--- src/rtl/sf_pkg.sv ---
// Shared constants, channel-width helper and per-channel state record for the
// multi-channel moving-average filter.
package sf_pkg;

    localparam int LOG2_WIN_MIN = 1;
    localparam int LOG2_WIN_MAX = 6;
    localparam int CHANNELS_MIN = 1;
    localparam int CHANNELS_MAX = 16;
    localparam int DATA_W_MAX   = 32;
    localparam int SUM_W_MAX    = DATA_W_MAX + LOG2_WIN_MAX;

    function automatic int ch_width(input int channels);
        return (channels > 1) ? $clog2(channels) : 1;
    endfunction

    // Fields are sized for the largest legal configuration; the unused upper
    // bits stay constant and are trimmed away by synthesis.
    typedef struct packed {
        logic signed [SUM_W_MAX-1:0]  sum;
        logic        [LOG2_WIN_MAX-1:0] wp;
        logic        [LOG2_WIN_MAX:0]   fill;
    } ch_state_t;

endpackage

--- src/rtl/sf_hist_buf.sv ---
// Per-channel circular sample history: combinational read of the slot about
// to be overwritten, synchronous write, synchronous clear.
module sf_hist_buf #(
    parameter int DATA_W   = 16,
    parameter int LOG2_WIN = 2,
    parameter int CHANNELS = 1,
    parameter int CH_W     = 1
) (
    input  logic                     clk_i,
    input  logic                     clr_i,
    input  logic                     wr_en_i,
    input  logic [CH_W-1:0]          ch_i,
    input  logic [LOG2_WIN-1:0]      wp_i,
    input  logic signed [DATA_W-1:0] wr_data_i,
    output logic signed [DATA_W-1:0] old_o
);

    localparam int N = 1 << LOG2_WIN;

    logic signed [DATA_W-1:0] mem_q [CHANNELS][N];

    assign old_o = mem_q[ch_i][wp_i];

    always_ff @(posedge clk_i) begin
        if (clr_i) begin
            for (int c = 0; c < CHANNELS; c++) begin
                for (int w = 0; w < N; w++) begin
                    mem_q[c][w] <= '0;
                end
            end
        end else if (wr_en_i) begin
            mem_q[ch_i][wp_i] <= wr_data_i;
        end
    end

endmodule

--- src/rtl/sf_mavg.sv ---
// Multi-channel moving-average filter: per-channel running sum over the last
// 2^LOG2_WIN samples, result registered one cycle after each accepted sample.
module sf_mavg
    import sf_pkg::*;
#(
    parameter int DATA_W   = 16,
    parameter int LOG2_WIN = 2,
    parameter int CHANNELS = 1,
    parameter int CH_W     = ch_width(CHANNELS)
) (
    input  logic                     clk,
    input  logic                     rst,
    input  logic                     flush,
    input  logic                     in_valid,
    input  logic [CH_W-1:0]          in_ch,
    input  logic signed [DATA_W-1:0] data_in,
    output logic                     out_valid,
    output logic [CH_W-1:0]          out_ch,
    output logic signed [DATA_W-1:0] data_out,
    output logic                     out_primed
);

    localparam int N = 1 << LOG2_WIN;
    localparam logic [LOG2_WIN_MAX-1:0] WP_MASK = LOG2_WIN_MAX'(N - 1);
    localparam logic [LOG2_WIN_MAX:0]   FILL_N  = (LOG2_WIN_MAX + 1)'(N);

    if (LOG2_WIN < LOG2_WIN_MIN || LOG2_WIN > LOG2_WIN_MAX ||
        CHANNELS < CHANNELS_MIN || CHANNELS > CHANNELS_MAX ||
        DATA_W > DATA_W_MAX) begin : g_bad_param
        $error("sf_mavg: parameter out of legal range");
    end

    logic                     clr;
    logic                     accept;
    logic [CH_W-1:0]          ch_sel;
    logic signed [DATA_W-1:0] old_data;
    ch_state_t                cur_st;
    ch_state_t                st_d;
    ch_state_t                st_q [CHANNELS];

    logic                     out_valid_q;
    logic [CH_W-1:0]          out_ch_q;
    logic signed [DATA_W-1:0] data_q;
    logic                     primed_q;

    assign clr    = rst | flush;
    assign accept = in_valid && !clr && (int'(in_ch) < CHANNELS);
    // Out-of-range channels never reach the arrays, even for the unused read.
    assign ch_sel = accept ? in_ch : '0;

    sf_hist_buf #(
        .DATA_W   (DATA_W),
        .LOG2_WIN (LOG2_WIN),
        .CHANNELS (CHANNELS),
        .CH_W     (CH_W)
    ) u_hist (
        .clk_i     (clk),
        .clr_i     (clr),
        .wr_en_i   (accept),
        .ch_i      (ch_sel),
        .wp_i      (cur_st.wp[LOG2_WIN-1:0]),
        .wr_data_i (data_in),
        .old_o     (old_data)
    );

    always_comb begin
        cur_st   = st_q[ch_sel];
        st_d     = cur_st;
        st_d.sum = cur_st.sum + SUM_W_MAX'(data_in) - SUM_W_MAX'(old_data);
        st_d.wp  = (cur_st.wp + 1'b1) & WP_MASK;
        if (cur_st.fill < FILL_N) begin
            st_d.fill = cur_st.fill + 1'b1;
        end
    end

    always_ff @(posedge clk) begin
        if (clr) begin
            for (int c = 0; c < CHANNELS; c++) begin
                st_q[c] <= '0;
            end
            out_valid_q <= 1'b0;
            out_ch_q    <= '0;
            data_q      <= '0;
            primed_q    <= 1'b0;
        end else begin
            out_valid_q <= accept;
            if (accept) begin
                st_q[ch_sel] <= st_d;
                out_ch_q     <= in_ch;
                // Bit-select of the two's-complement sum is the floor-divide by N.
                data_q       <= st_d.sum[LOG2_WIN +: DATA_W];
                primed_q     <= (st_d.fill == FILL_N);
            end
        end
    end

    assign out_valid  = out_valid_q;
    assign out_ch     = out_ch_q;
    assign data_out   = data_q;
    assign out_primed = primed_q;

endmodule

--- config.mk ---
export PLATFORM = sky130hd
export DESIGN_NAME = sf_mavg
export DESIGN_NICKNAME = d
export VERILOG_FILES = /design/src/rtl/sf_pkg.sv /design/src/rtl/sf_hist_buf.sv /design/src/rtl/sf_mavg.sv
export SDC_FILE = /design/constraint.sdc
export NUM_CORES = 1
export LEC_CHECK = 0
export CAP_MARGIN = 40
export CORE_MARGIN = 4
export CORE_UTILIZATION = 30
export DETAILED_ROUTE_END_ITERATION = 8
export PLACE_DENSITY = 0.47
export SLEW_MARGIN = 20
export SYNTH_ARGS = -nofsm -noshare
export SYNTH_HDL_FRONTEND = slang
export SYNTH_SLANG_ARGS = --single-unit
--- constraint.sdc ---
create_clock -name clk -period 5.3 [get_ports clk]
set_input_delay 0.53 -clock clk [delete_from_list [all_inputs] [get_ports clk]]
set_output_delay 0.53 -clock clk [all_outputs]
set_load 0.005 [all_outputs]
==> summary.txt, run 1 <==
Synthesis
  – Largest area contributor in the netlist: dfxtp_1
  – Synth warnings: 0
  – Async SR Flop Fraction: 0
  – Flops & latches, synth: 110
  – Mapped Area: 5800 sq um
  – Top FF cell, synth: dfxtp_1
  – Top cell type's share of synthesized area: 0.231
  – Synth area leaders: dfxtp_1, edfxtp_1, nand2_1, mux4_2, fa_1
  – Post-synth EDFFs: 43
  – Leading cell types by count after synthesis: nand2_1, inv_1, dfxtp_1, a21oi_1, edfxtp_1
  – Sequential share of the synthesized area: 0.454
  – Synthesized Nets: 664
  – Synth cell types: 52
  – Avg Cell Area, Syn: 9.63 sq um
  – Most frequent cell after synthesis: nand2_1
  – Synth Instances: 602

Power
  – Sw frac: 0.298
  – Clock power share: 0.311
  – Pleak: 2.64 nW
  – Switch Pwr: 631 uW
  – Reg power frac: 0.438
  – Comb pwr share: 0.251
  – Largest vdd supply drop: 0.000153 V
  – Internal power: 1.49 mW
  – Total power after layout: 2.12 mW
  – Power Dens Cells: 313 nW/um^2

Cells and area
  – Diodes inserted: 0
  – Multi-input logic area: 2760 sq um
  – Layout cells sized above 1: 0.0806
  – Sequential Area: 2630 sq um
  – Final nets: 690
  – FILL cells: 1,921
  – P&R area growth vs syn: 16.6%

Clock tree
  – Clock-pin slew on the worst setup and hold paths: 0.07 ns
  – Worst skew pair latency: 0.36 ns
  – CTS sink cnt: 110
  – H-tree depth: 3
  – Setup bufs post-CTS: 0
  – Clock root cell: clkbuf_16
  – CTS resizes: 0
  – Hold buffers post-CTS: 0
  – Cts bufs inserted: 9
  – Longest Clk Path Bufs: 2
  – TritonCTS clock tree: done

Worst setup path
  – Crit-path max FO: 11
  – Crit path largest cell delay: 0.61 ns
  – Crit path capture type: register
  – Crit path launch type: register
  – WP data required: 5.41 ns
  – Cell repeated most along the worst path: o21ai_0
  – Worst path slowest cell: edfxtp_1
  – Crit path from: st_q[0][8]
  – Crit Path Class: register to register
  – R2r worst-path depth: 11
  – Worst EP arrival: 4.05 ns
  – R2r setup slk: 1.37 ns
  – CP Capture Point: st_q[0][23]
  – Reg-to-reg startpoint: st_q[0][8]
  – RR Endpoint: st_q[0][23]
  – Cell Chain, Critical Path: buf_4 > mux4_2 > fa_1 > inv_1 > ha_1 > a21oi_1 > o21ai_0 > a221oi_1 > o21ai_0 > xor2_1 > and2_1

STA
  – Setup repair after global routing missed its margin: false
  – Final Cycle Share: 0.742
  – Tightest Pin Transition: 0.848 ns
  – Finish-stage setup viols: 0
  – Fin. Hold Viols: 0
  – Clk_skew: 0.00702 ns
  – Minimum clock period: 3.93 ns
  – Post-Route Setup TNS: 0 ns
  – Max Clk Rate: 254 MHz
  – Slew Limit Fails: 0
  – Slew headroom: 0.434

Min path
  – Worst Hold Class: register to register

Placement
  – Placer Congestion: 0.862
  – Port Buf Inserts: 39
  – Post-DP HPWL: 10.6 mm

Routing
  – Initial drt markers: 348
  – Wire length per cell: 16.2 um
  – Routed via count: 4,235
  – DRT antenna net count: 0
  – TritonRoute pass-1 iters: 5
  – Drt via density: 4.74
  – Final wirelength: 14.5 mm
  – DRC: 0

GRT
  – GR Util All Layers: 0.141
  – First-pass GRT wire length: 24.1 mm
  – Vias in the first global route: 4,477
  – Grt ovf: 0
  – Initial antenna violation count: 0
  – Largest net degree at the start of global routing: 41

Job
  – Max Cap Viol: 0

Floorplanning
  – DIE AREA: 21,600 sq um
  – # IOs: 40
  – Starting Density: 0.308
  – Die H: 147 um
  – Num rows: 50
  – Core area: 18,800 sq um
  – Die Wd: 147 um

Outcome
  – Run status: complete, no violations
-- stage by stage --
step	util	worst slack (ns)	hold slack (ns)	instances	cell area, sq um
after floorplan	-	1.67	0.433	602	5800
after global placement	0.340	1.41	0.436	872	6410
after detailed placement	0.343	1.33	0.444	875	6450
after CTS	0.357	1.31	0.457	891	6730
after global routing	0.359	1.06	0.469	893	6760
final	0.359	1.37	0.454	893	6760
-- kinds of logic (layout without fill, tap and decap cells) --
group / Yosys count / after routing / synth area share
AO/OA/AOI/OAI: 111 / 111 / 0.118
XOR/XNOR: 17 / 17 / 0.0257
adder cells (fa/ha/maj): 41 / 41 / 0.110
buffers and inverters: 104 / 135 / 0.0710
flip-flops: 110 / 110 / 0.454
multiplexers: 18 / 18 / 0.0656
AND/OR/NAND/NOR: 201 / 201 / 0.156
-- power groups by stage --
stage                     logic [mW]  registers, mW  clock network (mW)
after floorplan                0.388          0.940                   0
after global placement         0.522          0.948                   0
after detailed placement       0.531          0.947                   0
after CTS                      0.533          0.928               0.677
after global routing           0.601          0.932               0.710
final                          0.531          0.927               0.658
-- per-layer routing --
layer | wire length [um] | GRT usage | up-vias
met1 | 7130 | 0.197 | 2047
met2 | 6410 | 0.215 | 86
li1 | - | - | 2078
met3 | 534 | 0.0200 | 24
met4 | 411 | 0.0662 | 0
met5 | 0 | 0 | -
-- cells in the final DEF (no fill, tap or decap), types with 3 or more instances in the layout --
| cell type | instances |
|---|---|
| fa_1 | 17 |
| o211ai_1 | 5 |
| a21oi_2 | 3 |
| ha_1 | 24 |
| clkdlybuf4s50_1 | 39 |
| a31oi_1 | 4 |
| nand2_1 | 117 |
| o21a_1 | 3 |
| a21oi_1 | 63 |
| dfxtp_1 | 67 |
| xnor2_1 | 12 |
| o21ai_1 | 3 |
| and2_1 | 12 |
| nor3_1 | 14 |
| a21o_1 | 10 |
| nand3_1 | 6 |
| o21ai_0 | 3 |
| clkinv_2 | 3 |
| edfxtp_1 | 43 |
| and3_1 | 12 |
| buf_4 | 5 |
| xor2_1 | 5 |
| a22o_1 | 7 |
| inv_1 | 70 |
| nor2_1 | 21 |
| mux4_2 | 16 |
| nand2b_1 | 4 |
| clkbuf_16 | 10 |
-- state kept, by name, summed over array words and instances, names as in the netlist --
signal / cells
u_hist.mem_q: 64
st_q: 27
data_out: 16
out_ch: 1
out_primed: 1
out_valid: 1
-- worst min path at each step --
stage,to,depth (start not counted),slack [ns],from
6_report,data_out[15],2,0.45,data_out[15]
5_1_grt,data_out[6],1,0.47,data_out[6]
4_1_cts,data_out[15],2,0.46,data_out[15]
3_5_place_dp,data_out[6],1,0.44,data_out[6]
3_3_place_gp,data_out[4],1,0.44,data_out[4]
2_1_floorplan,u_hist.mem_q[0][32],2,0.43,u_hist.mem_q[0][32]
-- area by class of cell --
class / instances / share of cell area
sequential: 110 / 0.389
timing repair buffer: 49 / 0.0740
tap: 260 / 0.0481
clock inverter: 4 / 0.00315
multi-input combinational: 388 / 0.408
inverter: 70 / 0.0389
clock buffer: 12 / 0.0381
-- critical path, delay by kind of cell, from the launching register on --
kind / cells / cell delay, ns
adders and majority gates: 2 / 0.89
muxes: 1 / 0.56
xor gates and xnor gates: 1 / 0.18
AOI/OAI and AO/OA: 4 / 0.88
and+or+nand+nor: 1 / 0.17
buffers and inverters: 2 / 0.39
DFF: 1 / 0.61
No activity file was read; power rests on OpenSTA's default activity.
==> run 2, diff against run 1 <==
PLACE_DENSITY = 0.49   (was 0.47)
clock period = 3.36 ns   (was 5.3 ns; I/O delays follow)
==> summary.txt, run 2 (synthesized netlist as in run 1, its figures left out) <==
GRT
  – Initial antenna violation count: 0 (unchanged)
  – GR Util All Layers: 0.140 (was 0.141)
  – Largest net degree at the start of global routing: 49 (was 41)
  – Vias in the first global route: 4,405 (was 4,477)
  – Grt ovf: 0 (unchanged)
  – First-pass GRT wire length: 23.7 mm (was 24.1 mm)

Outcome
  – Failing checks: negative setup slack
  – Run status: finished with violations (was complete, no violations)

Power
  – Pleak: 2.90 nW (was 2.64 nW)
  – Largest vdd supply drop: 0.000259 V (was 0.000153 V)
  – Power Dens Cells: 522 nW/um^2 (was 313 nW/um^2)

Worst setup path
  – Crit-path max FO: 4 (was 11)
  – Crit Path Class: register to register (unchanged)
  – WP data required: 3.48 ns (was 5.41 ns)
  – Crit path capture type: register (unchanged)
  – Worst EP arrival: 3.50 ns (was 4.05 ns)
  – R2r setup slk: -0.01 ns (was 1.37 ns)
  – Crit path launch type: register (unchanged)

STA
  – Fin. Hold Viols: 0 (unchanged)
  – Setup WS post-layout: -0.0123 ns (was 1.37 ns)
  – Tightest Pin Transition: 0.821 ns (was 0.848 ns)
  – Max Clk Rate: 297 MHz (was 254 MHz)
  – Setup repair after global routing missed its margin: true (was false)
  – Slew Limit Fails: 0 (unchanged)
  – Slew headroom: 0.453 (was 0.434)
  – Final Cycle Share: 1.00 (was 0.742)
  – Worst Hold Margin: 0.442 ns (was 0.454 ns)
  – Finish-stage setup viols: 3 (was 0)
  – Minimum clock period: 3.37 ns (was 3.93 ns)
  – Clk_skew: 0.00760 ns (was 0.00702 ns)

Routing
  – Drt via density: 4.73 (was 4.74)
  – Routed via count: 4,414 (was 4,235)
  – DRT antenna net count: 0 (unchanged)
  – Final wirelength: 15.2 mm (was 14.5 mm)
  – TritonRoute pass-1 iters: 7 (was 5)
  – DRC: 0 (unchanged)
  – Wire length per cell: 16.3 um (was 16.2 um)
  – Initial drt markers: 282 (was 348)

Cells and area
  – P&R area growth vs syn: 27.7% (was 16.6%)
  – Final Cell Area: 7410 sq um (was 6760 sq um)
  – Commonest non-fill, non-tap cell in the layout: nand2_1 (unchanged)
  – Largest Register: u_hist.mem_q (unchanged)
  – Final nets: 730 (was 690)
  – Final Non-Filler Cells: 933 (was 893)
  – Most frequent cells in the layout: nand2_1, dfxtp_1, inv_1, a21oi_1 (was nand2_1, inv_1, dfxtp_1, a21oi_1, edfxtp_1)
  – Layout cells sized above 1: 0.198 (was 0.0806)
  – Diodes inserted: 0 (unchanged)
  – Number of flip-flops in the largest register: 64 (unchanged)

Floorplanning
  – Starting Density: 0.308 (unchanged)
  – DIE AREA: 21,600 sq um (unchanged)
  – # IOs: 40 (unchanged)
  – Die H: 147 um (unchanged)
  – Die Wd: 147 um (unchanged)
  – Core area: 18,800 sq um (unchanged)
  – Num rows: 50 (unchanged)

Placement
  – Port Buf Inserts: 39 (unchanged)
  – Placer Congestion: 0.874 (was 0.862)
  – Area after DPL: 6730 sq um (was 6450 sq um)
  – Dpl cells: 911 (was 875)
  – Post-DP HPWL: 10.6 mm (about the same)

Clock tree
  – H-tree depth: 3 (unchanged)
  – Clock-pin slew on the worst setup and hold paths: 0.07 ns (about the same)
  – Cts bufs inserted: 9 (unchanged)
  – CTS sink cnt: 110 (unchanged)
  – Worst skew pair latency: 0.36 ns (about the same)
  – TritonCTS clock tree: done (unchanged)
  – Longest Clk Path Bufs: 2 (unchanged)
  – Clock root cell: clkbuf_16 (unchanged)

Job
  – Max Cap Viol: 0 (unchanged)

Min path
  – Worst Hold Class: register to register (unchanged)
run 2: cell count changes in the layout (fill, tap and decap cells not counted), sizes merged:
cell | previous run | this run
buf | 10 | 49
bufinv | 0 | 2
clkinv | 3 | 0
inv | 71 | 73
run 2: routing by layer:
layer  part of all wire  routed length [um]  track usage  vias to the layer above
met3              0.035                 528       0.0176                       18
met4              0.020                 300       0.0559                        0
met2               0.48                7230        0.228                       85
met1               0.47                7130        0.189                     2152
li1                   -                   -            -                     2159
met5                  0                   0            0                        -
run 2: path summary, 6_finish.rpt:
| kind | start | end | cells after the start |
|---|---|---|---|
| hold reg to reg | data_out[15] | data_out[15] | 2 |
| setup reg to reg | st_q[0][8] | st_q[0][23] | 13 |
| hold / removal | data_out[15] | data_out[15] | 2 |
| setup / recovery | st_q[0][8] | st_q[0][23] | 13 |
run 2: repair_timing:
action | in CTS | in global routing
cloned | 0 | 1
gates resized for setup | 8 | 40
pin swaps | 3 | 14
endpoints found under the setup margin | 11 | 21
hold buffers | 0 | 0
buffers inserted | 1 | 3
run 2: final cells by class:
type	count	area [sq um]
inverters	70	263
multi-input cells	388	3020
repair buffers	89	827
clock buffers	11	254
flip-flops and latches	110	2630
fillers	1844	11400
well taps	260	325
clock inverters	5	86.3
run 2: per-stage QoR:
stage / total power, mW / worst slack [ns] / utilization / TNS [ns]
final: 3.87 / -0.0123 / 0.393 / -0.0188
after global routing: 4.06 / -0.125 / 0.393 / -1.20
after CTS: 3.74 / -0.0111 / 0.379 / -0.0192
after detailed placement: 2.49 / -0.103 / 0.357 / -0.403
after global placement: 2.48 / -0.0204 / 0.357 / -0.0368
after floorplan: 2.10 / 0.00543 / - / 0
run 2: critical path, stage by stage, from the launching register on:
cell      delay, ns
edfxtp_1       0.42
buf_4          0.16
buf_6          0.12
mux4_2         0.44
inv_2          0.08
fa_1           0.42
ha_1           0.34
buf_4          0.16
o211ai_1       0.22
a21oi_2        0.08
nor2_1         0.22
o21ai_1        0.14
xor2_1         0.17
and2_1         0.16
run 2: power by group:
| group | internal [mW] | switching, mW |
|---|---|---|
| sequential | 1.44 | 0.0212 |
| combinational | 0.594 | 0.598 |
| clock | 0.708 | 0.508 |
| total | 2.74 | 1.13 |
